### src/rtl/nonce_result_scanner.sv
// nonce_result_scanner
// Reads back the NUM_OF_NONCES final h0 words written by the hasher, compares
// each against the difficulty target, tracks the winning nonce and writes a
// two-word report {best_nonce, best_hash} to report_addr.
//
// Optional build macro: SCAN_EARLY_EXIT_EN
//   defined   : the first hit ends the scan and becomes the winner.
//   undefined : all words are scanned and the minimum hit hash wins
//               (ties keep the lower nonce).
//
// state  | meaning
// IDLE   | waiting for start, done=1, results held
// READ   | issue read k, compare word returned for k-1
// DRAIN  | compare last word, no new read
// WRITE0 | write best_nonce to report_addr
// WRITE1 | write best_hash to report_addr+1
module nonce_result_scanner #(
  parameter int NUM_OF_NONCES = 16
) (
  input  logic        clk,
  input  logic        reset,
  input  logic        start,
  input  logic [15:0] result_addr,
  input  logic [15:0] report_addr,
  input  logic [31:0] target,
  output logic        done,
  output logic        found,
  output logic [31:0] best_nonce,
  output logic [31:0] best_hash,
  output logic [7:0]  hit_count,
  output logic        mem_clk,
  output logic        mem_we,
  output logic [15:0] mem_addr,
  output logic [31:0] mem_write_data,
  input  logic [31:0] mem_read_data
);

  localparam logic [2:0] IDLE   = 3'd0;
  localparam logic [2:0] READ   = 3'd1;
  localparam logic [2:0] DRAIN  = 3'd2;
  localparam logic [2:0] WRITE0 = 3'd3;
  localparam logic [2:0] WRITE1 = 3'd4;

  localparam logic [7:0] LAST_IDX = 8'(NUM_OF_NONCES - 1);

  logic [2:0]  state;
  logic [7:0]  k;
  logic [15:0] res_base;
  logic [15:0] rep_base;
  logic [31:0] tgt;

  logic        cmp_valid;
  logic        hit;
  logic [7:0]  cmp_idx;

  assign mem_clk = clk;
  assign done    = (state == IDLE);

  // Word on mem_read_data belongs to the read issued one cycle earlier; in
  // DRAIN k has already advanced to N so k-1 is still the right nonce.
  always_comb begin
    cmp_valid = ((state == READ) && (k != 8'd0)) || (state == DRAIN);
    cmp_idx   = k - 8'd1;
    hit       = cmp_valid && (mem_read_data < tgt);
  end

  // Memory port is decoded straight from the state so the read address and
  // write strobes line up with the state they belong to.
  always_comb begin
    mem_we         = 1'b0;
    mem_addr       = 16'd0;
    mem_write_data = 32'd0;
    case (state)
      READ: begin
        mem_addr = res_base + {8'd0, k};
      end
      WRITE0: begin
        mem_we         = 1'b1;
        mem_addr       = rep_base;
        mem_write_data = best_nonce;
      end
      WRITE1: begin
        mem_we         = 1'b1;
        mem_addr       = rep_base + 16'd1;
        mem_write_data = best_hash;
      end
      default: ;
    endcase
  end

  // Sequencer, result tracking and synchronous reset.
  always_ff @(posedge clk) begin
    if (reset) begin
      state      <= IDLE;
      k          <= 8'd0;
      res_base   <= 16'd0;
      rep_base   <= 16'd0;
      tgt        <= 32'd0;
      found      <= 1'b0;
      best_nonce <= 32'd0;
      best_hash  <= 32'hFFFF_FFFF;
      hit_count  <= 8'd0;
    end else begin
      case (state)
        IDLE: begin
          if (start) begin
            res_base   <= result_addr;
            rep_base   <= report_addr;
            tgt        <= target;
            found      <= 1'b0;
            best_nonce <= 32'd0;
            best_hash  <= 32'hFFFF_FFFF;
            hit_count  <= 8'd0;
            k          <= 8'd0;
            state      <= READ;
          end
        end
        READ: begin
          k <= k + 8'd1;
          if (k == LAST_IDX) state <= DRAIN;
        end
        DRAIN:   state <= WRITE0;
        WRITE0:  state <= WRITE1;
        WRITE1:  state <= IDLE;
        default: state <= IDLE;
      endcase

      if (hit) begin
        found <= 1'b1;
`ifdef SCAN_EARLY_EXIT_EN
        // First hit wins outright and cuts the scan short.
        hit_count  <= 8'd1;
        best_nonce <= {24'd0, cmp_idx};
        best_hash  <= mem_read_data;
        state      <= WRITE0;
`else
        if (hit_count != 8'hFF) hit_count <= hit_count + 8'd1;
        // Strict compare: nonces arrive in ascending order, so a tie keeps
        // the earlier (lower) nonce.
        if (mem_read_data < best_hash) begin
          best_nonce <= {24'd0, cmp_idx};
          best_hash  <= mem_read_data;
        end
`endif
      end
    end
  end

endmodule

### config.mk
export PLATFORM = sky130hd
export DESIGN_NAME = nonce_result_scanner
export DESIGN_NICKNAME = d
export VERILOG_FILES = /design/src/rtl/nonce_result_scanner.sv
export SDC_FILE = /design/constraint.sdc
export NUM_CORES = 1
export LEC_CHECK = 0
export ABC_AREA = 1
export CAP_MARGIN = 0
export CORE_MARGIN = 2
export CORE_UTILIZATION = 45
export CTS_CLUSTER_SIZE = 12
export DETAILED_ROUTE_END_ITERATION = 8
export PLACE_DENSITY = 0.85
export SYNTH_ARGS = -nofsm -noshare
export SYNTH_HDL_FRONTEND = slang
export SYNTH_SLANG_ARGS = --single-unit
### constraint.sdc
create_clock -name clk -period 2.3 [get_ports clk]
set_input_delay 0.46 -clock clk [delete_from_list [all_inputs] [get_ports clk]]
set_output_delay 0.46 -clock clk [all_outputs]
set_load 0.05 [all_outputs]
==> run summary <==
status: finished, violations left
failing checks: negative setup slack
Port-buffer cells: 222
post-route core utilization: 76.9%
Worst EP arrival: 2.50 ns
Pwr Density: 589 nW/µm²
# setup viols final: 120
Worst Setup End Kind: primary output
Setup CP Type: reg2out
cell mode on critical path: nand2_2
final worst slack: -0.663 ns
GR Util All Layers: 30.2%
Leak: 0.00573 µW
global-route wire length before repair: 47100 µm
Yosys cell types: 41
Slew Viols, Final: 0
WP buf/inv: 3
Die X-Extent: 140 µm
Pint: 5630 µW
Filler cells: 1108
cells after synthesis: 1180
Min Hold Slack: 0.272 ns
Iter 0 DRT Violations: 954
initial antenna violation count: 1
net switching power: 2530 µW
Setup WS pre-CTS: -0.455 ns
Worst-path clk slew: 0.06 ns
commonest non-fill, non-tap cell in the layout: inv_1
Seq. cell area: 3000 µm²
Worst-Margin Slew: 0.616 ns
# DRC: 0
maximum vdd drop: 613 µV
Initial Util: 45.9%
Non-Filler Instances: 1712
CTS hold repair buffers: 0
Final Wtd Congestion: 0.898
Post-synth EDFFs: 0
die area: 19500 µm²
Slowest-stage cell, CP: dfxtp_2
footprint of the multi-input gates: 5420 µm²
Mapped Nets: 1355
synth warn: 0
number of I/O pins: 223
asr flop ratio synth: 0%
largest net degree at the start of global routing: 76
Clk network pwr share: 40.2%
final hold vios: 0
area delta synth->final: 67.5%
Placed Area: 11800 µm²
Max-slew headroom: 58.8%
min cycle time layout: 2.96 ns
fraction of layout instances using a drive strength above 1: 23.8%
core area: 18000 µm²
Gate power share: 24.8%
finished layout cell area: 13900 µm²
placed cell count: 1640
number of routed nets with antenna violations: 0
FMAX: 338 MHz
CTS tree: built
Max Cap Viol: 0
Detailed Route WL: 33400 µm
# nets final: 1645
vias per cell: 5.75
Top FF cell, synth: dfxtp_1
crit-path cells: ha_4, buf_4, nand2_2, inv_2, nand2_2, nand2_2, nand4_1, nand2_2, nand4_1, o211ai_1, o21ai_2, buf_12
num rows: 49
drt wl/cell: 19.5 µm
vias: 9846
CP top delay family: simple AND/OR/NAND/NOR gates
CP max stage delay: 0.34 ns
synthesized cell area: 8280 µm²
Synth Register Bits: 148
Worst-Skew Late Latency: 0.54 ns
Seq pwr share: 35.1%
worst-path maximum fanout: 4
Seq/Total Area, Yosys: 35.8%
required time worst endpoint: 1.84 ns
HPWL after DPL: 19500 µm
GRT Residual Overflow: 0
skew final: 0.00970 ns
Net Sw Frac: 31.0%
Hold WC Path Type: in2reg
fin crit share: 129%
first drt pass iteration count: 8
Die Height: 140 µm
Syn Area/Cell: 7.02 µm²
Startpoint Class: register
RSZ-0062 raised after global routing: true
most frequent cells in the layout: inv_1 (161), clkdlybuf4s50_1 (160), nand2_1 (152)
vias in the first global route: 9519
-- sequential cells by signal, summed over array words and instances (netlist names) --
| name | count |
|---|---|
| hit_count | 8 |
| tgt | 32 |
| best_nonce | 32 |
| k | 8 |
| best_hash | 32 |
| found | 1 |
| state | 3 |
| rep_base | 16 |
| res_base | 16 |
-- Yosys cell counts (all sizes together) (3+ instances only) --
cell type  instances  share of area [%]
a21oi            109                6.6
a221oi             3               0.32
buf               21                1.6
clkbuf            31                1.4
dfxtp            148                 36
ha                75                 11
inv              179                8.1
nand2            181                8.3
nand3             41                2.6
nand4              7               0.53
nor2             141                6.7
nor3              40                2.4
nor4               3               0.23
o211ai             6               0.54
o21a               3               0.27
o21ai            131                7.9
o22ai             33                2.5
o311ai             3               0.32
or2                3               0.23
xor2               8               0.85
-- power groups by stage --
stage | Clock [µW] | Combinational (µW) | Sequential [µW]
after floorplan | 93.7 | 894 | 3000
after global placement | 100 | 1670 | 2890
after detailed placement | 100 | 1720 | 2900
after CTS | 3280 | 1810 | 2850
after global routing | 3420 | 2160 | 2880
final | 3280 | 2020 | 2870
-- path summary, 6_finish.rpt --
check,start,to,slack (ns),cells past startpoint
setup / recovery,k[2],mem_addr[14],-0.66,12
hold / removal,mem_read_data[28],best_hash[28],0.27,3
hold reg to reg,tgt[3],tgt[3],0.46,2
setup reg to reg,tgt[13],best_hash[22],-0.24,15
-- kinds of logic after synthesis --
family	after synthesis	share of synthesized area (%)
AOI/OAI and AO/OA	298	19.4
adders and majority gates	76	11.6
xor gates and xnor gates	8	0.846
and+or+nand+nor	418	21.2
DFF	148	35.8
buffers and inverters	232	11.2
-- metrics by stage --
step | setup TNS [ns] | total power (µW)
after detailed placement | -26.71 | 4720
final | -27.63 | 8170
after global routing | -33.26 | 8460
after floorplan | -0.456 | 3990
after CTS | -11.19 | 7940
after global placement | -21.95 | 4660
-- worst register-to-register path: cells and delay by family, from the launching register on --
kind                     cells  cell delay (ns)
AO/OA/AOI/OAI                3             0.59
adder cells (fa/ha/maj)      1             0.30
AND/OR/NAND/NOR              7             0.89
buffers and inverters        4             0.37
flip-flops                   1             0.31
-- layer usage --
metal  GRT usage (%)  vias up  part of all wire, %
li1                -     4479                    -
met1            33.4     4550                   36
met2            53.9      634                   49
met3            7.12      183                  8.9
met4            15.3        0                  6.1
met5               0        -                    0
-- cell type report --
class	count	share of cell area (%)
Multi-Input combinational cell	800	39.1
Timing Repair Buffer	318	27.1
Sequential cell	148	21.6
Inverter	180	5.01
Clock buffer	26	3.88
Tap cell	229	2.07
Clock inverter	9	1.11
Timing Repair inverter	1	0.0541
Antenna cell	1	0.0180
-- repair_timing --
| item | in CTS | in global routing |
|---|---|---|
| cloned | 4 | 5 |
| resized for setup | 101 | 130 |
| buffers inserted | 19 | 15 |
| endpoints found under the setup margin | 53 | 116 |
| pin swaps | 11 | 37 |
Power figures use the tool's default switching activity.
